### config.mk
export PLATFORM = sky130hd
export DESIGN_NAME = shift_right_unit
export DESIGN_NICKNAME = d
export VERILOG_FILES = /design/src/rtl/mips_shift_pkg.sv /design/src/rtl/shift_right_unit_step.sv /design/src/rtl/shift_right_unit.sv
export SDC_FILE = /design/constraint.sdc
export NUM_CORES = 1
export LEC_CHECK = 0
export ABC_CLOCK_PERIOD_IN_PS = 2200
export CAP_MARGIN = 25
export CORE_UTILIZATION = 40
export CTS_CLUSTER_DIAMETER = 120
export DETAILED_ROUTE_END_ITERATION = 6
export PLACE_DENSITY = 0.68
export SLEW_MARGIN = 20
export SYNTH_ARGS = -nofsm -noshare
export SYNTH_HDL_FRONTEND = slang
export SYNTH_SLANG_ARGS = --single-unit
### constraint.sdc
create_clock -name clk -period 2.2 [get_ports clk]
set_clock_uncertainty 0.1 [all_clocks]
set_input_delay 0.44 -clock clk [delete_from_list [all_inputs] [get_ports clk]]
set_output_delay 0.44 -clock clk [all_outputs]
set_load 0.05 [all_outputs]
### src/rtl/mips_shift_pkg.sv
// Shared types and helpers for the multi-cycle right shifter.
// Pure declarations: no latency, no flow control.
package mips_shift_pkg;

   localparam int SHAMT_W = 5;

   typedef enum logic [1:0] {
      IDLE  = 2'd0,
      SHIFT = 2'd1,
      DONE  = 2'd2
   } sr_state_t;

   // Shift cycles needed for a given amount; callers pass b > 0.
   function automatic int ceil_div(input int a, input int b);
      return (a + b - 1) / b;
   endfunction

endpackage

### src/rtl/shift_right_unit_step.sv
// One shifter slice: acc >> k with the vacated MSBs filled by sign.
// Purely combinational; no state, no flow control.
module sr_step #(
   parameter int WIDTH = 32,
   parameter int KW    = 6
) (
   input  logic [WIDTH-1:0] i_acc,
   input  logic [KW-1:0]    i_k,
   input  logic             i_sign,
   output logic [WIDTH-1:0] o_res
);

   logic [WIDTH-1:0] w_fill;

   // Ones in exactly the k top positions; k == WIDTH yields an all-ones mask.
   assign w_fill = ~({WIDTH{1'b1}} >> i_k);
   assign o_res  = (i_acc >> i_k) | (i_sign ? w_fill : '0);

endmodule

### src/rtl/shift_right_unit.sv
// Multi-cycle SRL/SRA/SRLV/SRAV unit, STEP bits per cycle; done pulses ceil(shamt/STEP)+1
// cycles after the accepting edge. start is only sampled in IDLE; flush aborts without a done.
module shift_right_unit
   import mips_shift_pkg::*;
#(
   parameter int STEP  = 4,
   parameter int WIDTH = 32
) (
   input  logic               clk,
   input  logic               rst,
   input  logic               start,
   input  logic               arith,
   input  logic [WIDTH-1:0]   data_in,
   input  logic [SHAMT_W-1:0] shamt,
   input  logic               flush,
   output logic               busy,
   output logic               done,
   output logic [WIDTH-1:0]   data_out
);

   localparam int            KW     = SHAMT_W + 1;
   localparam logic [KW-1:0] STEP_K = KW'(STEP);

   sr_state_t          r_state;
   logic [WIDTH-1:0]   r_acc;
   logic [SHAMT_W-1:0] r_rem;
   logic               r_sign;
   logic               r_done;
   logic [WIDTH-1:0]   r_dout;

   sr_state_t          w_state_nxt;
   logic               w_accept;
   logic               w_emit;
   logic [KW-1:0]      w_rem_ext;
   logic [KW-1:0]      w_k;
   logic [SHAMT_W-1:0] w_rem_nxt;
   logic [WIDTH-1:0]   w_step_res;

   // k is clamped to what is left, so remaining can never wrap.
   assign w_rem_ext = {1'b0, r_rem};
   assign w_k       = (w_rem_ext < STEP_K) ? w_rem_ext : STEP_K;
   assign w_rem_nxt = r_rem - w_k[SHAMT_W-1:0];

   sr_step #(
      .WIDTH (WIDTH),
      .KW    (KW)
   ) u_step (
      .i_acc  (r_acc),
      .i_k    (w_k),
      .i_sign (r_sign),
      .o_res  (w_step_res)
   );

   always_comb begin
      w_state_nxt = r_state;
      w_accept    = 1'b0;
      w_emit      = 1'b0;
      case (r_state)
         IDLE: begin
            if (start && !flush) begin
               w_accept    = 1'b1;
               w_state_nxt = (shamt != '0) ? SHIFT : DONE;
            end
         end
         SHIFT: begin
            if (flush) begin
               w_state_nxt = IDLE;
            end else if (w_rem_nxt == '0) begin
               w_state_nxt = DONE;
            end
         end
         DONE: begin
            w_state_nxt = IDLE;
            w_emit      = !flush;
         end
         default: begin
            w_state_nxt = IDLE;
         end
      endcase
   end

   // done and data_out are loaded on the same edge so the pulse and result are coherent.
   always_ff @(posedge clk) begin
      if (rst) begin
         r_state <= IDLE;
         r_acc   <= '0;
         r_rem   <= '0;
         r_sign  <= 1'b0;
         r_done  <= 1'b0;
         r_dout  <= '0;
      end else begin
         r_state <= w_state_nxt;
         r_done  <= w_emit;
         if (w_emit) begin
            r_dout <= r_acc;
         end
         if (w_accept) begin
            r_acc  <= data_in;
            r_rem  <= shamt;
            r_sign <= arith & data_in[WIDTH-1];
         end else if (r_state == SHIFT && !flush) begin
            r_acc  <= w_step_res;
            r_rem  <= w_rem_nxt;
         end
      end
   end

   assign busy     = (r_state != IDLE);
   assign done     = r_done;
   assign data_out = r_dout;

endmodule

==> reports/qor.txt, run 1 <==
Site row count = 35
Startpoint Class = flip-flop
Clock tree sinks = 73
Slew HR = 62.7%
Core area = 9330 µm²
Critical Path RT = 2.34 ns
DRC viols = 0
Global route total overflow = 0
Register Area = 1460 µm²
Initial antenna violation count = 0
Maximum vdd drop = 0.227 mV
Crit Path Class = flip-flop to flip-flop
PwrDens = 562 nW/µm²
Clock Latency Late Sink = 0.35 ns
Multi-input logic area = 2250 µm²
Final Instance Area = 5170 µm²
Worst-path fanout max = 5
Fin crit share = 96.6%
DRT iter0 DRCs = 282
Commonest register cell after synthesis = dfxtp_1
Die Ht = 100 µm
Vias = 3,817
Least-Margin Pin Slew = 0.560 ns
Max Fclk = 471 MHz
Clk buf depth = 2
Worst Path Arrival = 2.26 ns
Seq/Total Area, Yosys = 37.7%
Post-Syn Area = 3870 µm²
Maxcap violations = 0
Clock Pin Slew Worst Setup and Hold Paths = 0.08 ns
DRT Wirelength = 10,900 µm
Fill cells = 881
Vias in the first global route = 3,638
Layout cells sized above 1 = 15.0%
Async SR Flop Fraction = 0%
Post-synth EDFFs = 0
Post-synthesis net count = 508
Antenna Diode Count = 0
P_leak = 1.81 nW
GRT Total Usage = 22.3%
Slowest stage cell, crit path = mux4_2
Setup TNS = 0 ns
Synth unique cells = 49
Worst setup EP type = flip-flop
Non-Filler Instances = 683
Router iterations before antenna repair = 5
Placed Cells = 667
Nets@finish = 592
Crit-path cells = nor4b_4, buf_6, mux4_2, mux2_2, a222oi_1, nor2_1
Peak per-stage delay on the critical path = 0.48 ns
Antenna Nets Post-Route = 0
GP Congestion = 0.876
Port Buffers = 75
H-tree depth = 3
Maximum number of pins on one net before global-route repair = 34
CTS tree = done
Die area = 10,100 µm²
Dpl cell area = 4960 µm²
Hold Crit Class = flip-flop to flip-flop
First-pass GRT wire length = 17,800 µm
Synth warn = 0
Final Hold Vio Count = 0
Via density = 5.59
Post-CTS setup repair buffer count = 0
DIE WIDTH = 100 µm
Hold-fix buffers, CTS = 0
Max-slew violation count = 0
Status = finished clean
Tot Pwr = 2.90 mW
R2R Setup Slk = 0.08 ns
Area Growth Syn to Fin = 33.4%
Setup repair after global routing missed its margin = true
Total CTS buffers = 9
Synth Register Bits = 73
Final setup viols = 0
Tmin final = 2.12 ns
Post-layout util = 55.4%
CP Buf/Inv Count = 1
Dpl hpwl = 7690 µm
CTS root buf = clkbuf_8
Routed length per instance = 16.0 µm
# IOs = 76
CP top delay family = multiplexers
Post-Synthesis Cells = 465
Initial Util = 41.5%
Synth Area per Inst = 8.33 µm²
metal layers:
| layer | GRT usage (%) | share of wire, % | up-vias |
|---|---|---|---|
| met3 | 4.18 | 6.0 | 10 |
| met4 | 6.69 | 1.1 | 0 |
| met5 | 0 | 0 | - |
| li1 | - | - | 1851 |
| met2 | 36.0 | 47 | 155 |
| met1 | 30.3 | 46 | 1801 |
worst min-delay path, cell delays in order (launching register included):
cell     delay (ns)
dfxtp_1        0.31
nand2_1        0.05
a21oi_1        0.05
placed cells by master, fill, tap and decap left out, types with 3 or more instances in the layout:
cell             instances
a211oi_1                 5
a21oi_1                 50
a222oi_1                 7
a22oi_1                 18
buf_12                   7
buf_4                   30
clkbuf_8                 9
clkdlybuf4s50_1         73
clkinvlp_4               4
dfxtp_1                 71
mux2_2                   6
mux2i_1                 41
mux4_2                   5
nand2_1                103
nand3_1                  5
nand3b_1                14
nor2_1                  23
nor2_2                   3
nor3_1                   6
o211ai_1                17
o21ai_0                 10
o22ai_1                  5
path summary, 6_finish.rpt:
path	start	to	cells past startpoint
worst max-delay path	r_rem[4]$_SDFFE_PP0P_	r_acc[18]$_SDFFE_PP0P_	6
worst min-delay path	data_out[5]$_SDFFE_PP0P_	data_out[5]$_SDFFE_PP0P_	2
worst max register to register	r_rem[4]$_SDFFE_PP0P_	r_acc[18]$_SDFFE_PP0P_	6
worst min register to register	data_out[5]$_SDFFE_PP0P_	data_out[5]$_SDFFE_PP0P_	2
final cells by class:
class / count / share of cell area (%)
multi-input cells: 351 / 43.6
flip-flops and latches: 73 / 28.3
repair buffers: 112 / 21.5
well taps: 129 / 3.12
clock buffers: 10 / 2.47
clock inverters: 6 / 0.847
inverters: 2 / 0.145
synthesized netlist by cell type, types with 3 or more instances:
library cell | number | area share (%)
o21ai_0 | 11 | 1.4
a211oi_1 | 5 | 0.97
a222oi_1 | 7 | 1.8
dfxtp_1 | 73 | 38
o211ai_1 | 17 | 3.3
mux4_2 | 5 | 2.9
nor2_1 | 24 | 2.3
nand3b_1 | 14 | 2.7
mux2i_1 | 41 | 11
buf_4 | 3 | 0.58
o22ai_1 | 5 | 0.81
clkbuf_1 | 29 | 2.8
a22oi_1 | 18 | 3.5
nor3_1 | 6 | 0.78
nand2_1 | 103 | 10
buf_2 | 4 | 0.52
nand3_1 | 5 | 0.65
mux2_2 | 7 | 2.0
a21oi_1 | 50 | 6.5
repair_timing:
item / in CTS / in global routing
pin swaps: 0 / 5
gates resized for setup: 1 / 9
setup endpoints to repair: 1 / 6
state kept, by name, summed over array words and instances, names as in the netlist:
register and count:
data_out 32, done 1, r_acc 32, r_rem 5, r_sign 1, r_state 2
power breakdown:
part | switching, mW | total (mW) | internal [mW]
logic | 0.259 | 0.528 | 0.269
registers | 0.0688 | 1.43 | 1.37
clock network | 0.531 | 0.941 | 0.411
total | 0.859 | 2.90 | 2.04
metrics by stage:
| stage | hold slack, ns | worst slack (ns) |
|---|---|---|
| 4_1_cts | 0.358 | 0.0332 |
| 6_report | 0.354 | 0.0758 |
| 3_5_place_dp | 0.346 | -0.149 |
| 3_3_place_gp | 0.342 | -0.119 |
| 5_1_grt | 0.376 | -0.0368 |
| 2_1_floorplan | 0.327 | 0.0184 |
logic make-up (layout without fill, tap and decap cells):
logic type                 count (synthesis)  in the layout  synth area share (%)
adders and majority gates                  1              1                 0.323
and+or+nand+nor                          169            169                  20.2
buffers and inverters                     41            130                  4.78
muxes                                     53             53                  15.5
AOI/OAI and AO/OA                        127            127                  21.4
DFF                                       73             73                  37.7
other                                      1              1                0.0968
Note: power is estimated with default switching activity, not from simulation.
==> run 2: changes to the inputs <==
CORE_UTILIZATION = 47   (was 40)
PLACE_DENSITY = 0.78   (was 0.68)
==> reports/qor.txt, run 2 (synthesis results as in run 1) <==
Final setup margin = 0.0743 ns
Setup TNS = 0 ns
Antenna Nets Post-Route = 0
Maximum number of pins on one net before global-route repair = 34
Final setup viols = 0
Vias in the first global route = 3,741
CTS tree = done
DRT Wirelength = 10,700 µm
Pre-CTS setup slack = -0.428 ns
Pint = 2.17 mW
CP top delay family = multiplexers
Tmin final = 2.13 ns
Nets@finish = 589
GRT Total Usage = 25.8%
Slew HR = 61.9%
Sw frac = 27.6%
P_leak = 1.80 nW
Final Hold Vio Count = 0
DIE WIDTH = 92.8 µm
Hold-fix buffers, CTS = 0
Crit Path Class = flip-flop to flip-flop
# IOs = 76
Router iterations before antenna repair = 7
Status = finished clean
DRT iter0 DRCs = 328
Most common cell after layout, fill and taps aside = nand2_1
Max Fclk = 470 MHz
Worst setup EP type = flip-flop
Flop pwr share = 47.8%
Clock Latency Late Sink = 0.35 ns
Startpoint Class = flip-flop
Vias = 3,907
Fill cells = 664
Core area = 7850 µm²
Clock tree sinks = 73
Peak per-stage delay on the critical path = 0.50 ns
Maximum vdd drop = 0.407 mV
Via density = 5.99
CP Buf/Inv Count = 1
CTS root buf = clkbuf_8
First-pass GRT wire length = 17,700 µm
Maxcap violations = 0
Global route total overflow = 0
Gate power share = 17.3%
Initial Util = 49.4%
Total CTS buffers = 9
Routed length per instance = 16.5 µm
Most frequent cells in the layout = nand2_1 (102), clkdlybuf4s50_1 (73), dfxtp_1 (72), a21oi_1 (50), mux2i_1 (41)
Worst Path Arrival = 2.26 ns
Clk buf depth = 2
H-tree depth = 3
Crit-path cells = nor4b_4, buf_4, mux4_2, mux2_4, a222oi_1, nor2_1
PwrDens = 587 nW/µm²
Initial antenna violation count = 0
Die Ht = 92.8 µm
Hold Crit Class = flip-flop to flip-flop
Die area = 8610 µm²
Antenna Diode Count = 0
GP Congestion = 0.885
Fin crit share = 96.6%
Site row count = 32
Dpl hpwl = 7480 µm
Area Growth Syn to Fin = 31.8%
Max-slew violation count = 0
Least-Margin Pin Slew = 0.571 ns
Clock Pin Slew Worst Setup and Hold Paths = 0.08 ns
Switch Pwr = 0.828 mW
Slowest stage cell, crit path = mux4_2
Layout cells sized above 1 = 14.7%
Worst-path fanout max = 4
DRC viols = 0
Port Buffers = 75
Clock power share = 34.9%
Setup repair after global routing missed its margin = true
Critical Path RT = 2.34 ns
## run 2: power by group through the flow
stage	registers [mW]	clock network, mW	logic (mW)
2_1_floorplan	1.44	0	0.317
3_3_place_gp	1.46	0	0.484
3_5_place_dp	1.46	0	0.499
4_1_cts	1.43	1.06	0.503
5_1_grt	1.44	1.12	0.562
6_report	1.43	1.05	0.520
## run 2: final timing paths
check | start | to | slack (ns) | cells past startpoint
setup / recovery | r_rem[4]$_SDFFE_PP0P_ | r_acc[20]$_SDFFE_PP0P_ | 0.07 | 6
setup reg to reg | r_rem[4]$_SDFFE_PP0P_ | r_acc[20]$_SDFFE_PP0P_ | 0.07 | 6
hold reg to reg | data_out[6]$_SDFFE_PP0P_ | data_out[6]$_SDFFE_PP0P_ | 0.35 | 2
hold / removal | data_out[6]$_SDFFE_PP0P_ | data_out[6]$_SDFFE_PP0P_ | 0.35 | 2
## run 2: cell type report
class                   instances  area, µm²  area share, %
clock buffers                  10        138           2.69
clock inverters                 5       56.3           1.10
inverters                       2       7.51          0.147
multi-input cells             351       2270           44.4
flip-flops and latches         73       1460           28.6
well taps                     102        128           2.50
repair buffers                109       1050           20.5
## run 2: layer usage
metal	track usage (%)	part of all wire, %
met2	41.7	48
met1	32.7	42
met5	0	0
met3	4.11	7.7
met4	14.0	2.3
## run 2: what timing repair did
item | 4_1_cts | 5_1_grt
pin swaps | 1 | 5
buffers inserted | 1 | 0
resized for setup | 1 | 9
setup endpoints to repair | 7 | 10
## run 2: tightest hold or removal path: stages (launching register included)
cell and delay (ns):
dfxtp_1 0.31, nand2_1 0.05, a21oi_1 0.05
## run 2: per-stage QoR
| step | util [%] | std cells | instance area, µm² | power (mW) | hold slack, ns |
|---|---|---|---|---|---|
| 4_1_cts | 64.7 | 652 | 5080 | 2.99 | 0.359 |
| 5_1_grt | 65.1 | 652 | 5110 | 3.12 | 0.376 |
| 6_report | 65.1 | 652 | 5110 | 3.00 | 0.353 |
| 3_5_place_dp | 62.1 | 636 | 4870 | 1.96 | 0.349 |
| 3_3_place_gp | 62.1 | 636 | 4870 | 1.94 | 0.343 |
| 2_1_floorplan | - | 465 | 3870 | 1.75 | 0.327 |
==> run 3: changes to the inputs <==
CORE_UTILIZATION = 35   (was 47)
GPL_TIMING_DRIVEN = 0   (was default)
PLACE_DENSITY = 0.61   (was 0.78)
TNS_END_PERCENT = 1   (was default)
==> reports/qor.txt, run 3 (synthesis results as in run 1) <==
Status = complete, but fails checks
Failing checks = setup timing
CTS root buf = clkbuf_8
Dpl cell area = 4790 µm²
Clock tree sinks = 73
Clk buf depth = 2
Register Area = 1460 µm²
Multi-input logic area = 2320 µm²
Worst Path Arrival = 2.36 ns
Worst hold margin = 0.356 ns
Maxcap violations = 0
Critical path startpoint = r_rem[3]$_SDFFE_PP0P_
DIE WIDTH = 107 µm
DRT Wirelength = 11,800 µm
Fin crit share = 101%
Worst setup EP type = flip-flop
Final setup viols = 7
H-tree depth = 3
Routed length per instance = 16.8 µm
DRC viols = 0
Least-Margin Pin Slew = 0.734 ns
Die Ht = 107 µm
Clock power share = 37.3%
Vias = 3,828
Switch Pwr = 0.839 mW
Max-slew violation count = 0
GRT Total Usage = 21.5%
Pint = 2.28 mW
Critical Path RT = 2.34 ns
Final Instance Area = 5160 µm²
Via density = 5.48
Antenna Nets Post-Route = 0
Peak per-stage delay on the critical path = 0.48 ns
Antenna Diode Count = 0
Clock Pin Slew Worst Setup and Hold Paths = 0.08 ns
Core area = 10,800 µm²
Initial antenna violation count = 0
Pre-CTS setup slack = -0.806 ns
Sw frac = 26.9%
GP Congestion = 0.887
Die area = 11,500 µm²
Port Buffers = 74
Nets@finish = 598
First-pass GRT wire length = 19,200 µm
Maximum vdd drop = 0.259 mV
CTS tree = done
Most common cell after layout, fill and taps aside = nand2_1
Site row count = 38
Total CTS buffers = 9
Router iterations before antenna repair = 6
P_leak = 1.78 nW
Slowest stage cell, crit path = mux4_2
Area Growth Syn to Fin = 33.2%
R2R Setup Slk = -0.02 ns
Gate power share = 16.8%
# IOs = 76
Tmin final = 2.22 ns
Worst-path fanout max = 10
DRT iter0 DRCs = 262
Final Hold Vio Count = 0
Crit-path cells = buf_6, nor4b_4, buf_6, mux4_2, mux2_4, a222oi_1, nor2_1
Post-layout util = 47.8%
Final setup margin = -0.0232 ns
Fill cells = 1,115
Maximum number of pins on one net before global-route repair = 12
Reg-to-reg startpoint = r_rem[3]$_SDFFE_PP0P_
Max Fclk = 450 MHz
Dpl hpwl = 8290 µm
Global route total overflow = 0
Most frequent cells in the layout = nand2_1 (101), clkdlybuf4s50_1 (73), dfxtp_1 (71), a21oi_1 (50), mux2i_1 (41)
Flop pwr share = 45.9%
Clock Latency Late Sink = 0.36 ns
Setup repair after global routing missed its margin = true
Slew HR = 51.1%
Hold Crit Start = data_out[8]$_SDFFE_PP0P_
Crit Path Class = flip-flop to flip-flop
Vias in the first global route = 3,703
Initial Util = 35.9%
Setup TNS = -0.103 ns
Hold Crit Class = flip-flop to flip-flop
Most common cell on crit path = buf_6
Layout cells sized above 1 = 12.9%
Hold-fix buffers, CTS = 0
PwrDens = 604 nW/µm²
Startpoint Class = flip-flop
run 3: cell count changes in the layout (fill, tap and decap cells not counted), moves of 2 or more:
cell / before / now
buf_4: 31 / 10
buf_12: 4 / 0
buf_6: 0 / 3
clkbuf_4: 0 / 2
clkbuf_2: 0 / 6
nor2_2: 4 / 0
nor2_4: 0 / 3
clkbuf_1: 0 / 22
run 3: what timing repair did:
item	in CTS	in global routing
buffers inserted	0	6
pin swaps	4	2
endpoints found under the setup margin	36	43
gates cloned	0	0
gates resized for setup	18	22
run 3: area by class of cell:
type | instances | area share (%)
multi-input cells | 351 | 45.0
well taps | 140 | 3.39
plain buffers | 38 | 3.83
inverters | 2 | 0.145
clock buffers | 12 | 2.81
clock inverters | 3 | 1.26
flip-flops and latches | 73 | 28.4
repair buffers | 80 | 15.2
run 3: power groups by stage:
stage               registers, mW  clock network, mW  logic, mW
detailed placement           1.46                  0      0.483
floorplan                    1.44                  0      0.317
finish                       1.43               1.16      0.523
global route                 1.44               1.26      0.564
global placement             1.46                  0      0.477
CTS                          1.43               1.19      0.498
run 3: worst paths after layout:
path,endpoint,cells after the start
max reg2reg,r_acc[22]$_SDFFE_PP0P_,7
min,data_out[8]$_SDFFE_PP0P_,2
max,r_acc[22]$_SDFFE_PP0P_,7
min reg2reg,data_out[8]$_SDFFE_PP0P_,2
run 3: per-layer routing:
metal / track usage, % / routed length, µm
met1: 29.6 / 5430
met2: 32.6 / 5330
met3: 4.19 / 742
met4: 9.30 / 258
met5: 0 / 0
run 3: critical path: cells and delay by family, from the launching register on:
kind                   cells  cell delay, ns
DFF                        1            0.31
muxes                      2            0.76
AOI/OAI and AO/OA          1            0.29
and+or+nand+nor            2            0.34
buffers and inverters      2            0.29
run 3: per-stage QoR:
stage	power [mW]	std cells
5_1_grt	3.27	699
3_3_place_gp	1.94	679
2_1_floorplan	1.75	465
3_5_place_dp	1.94	679
4_1_cts	3.12	693
6_report	3.12	699
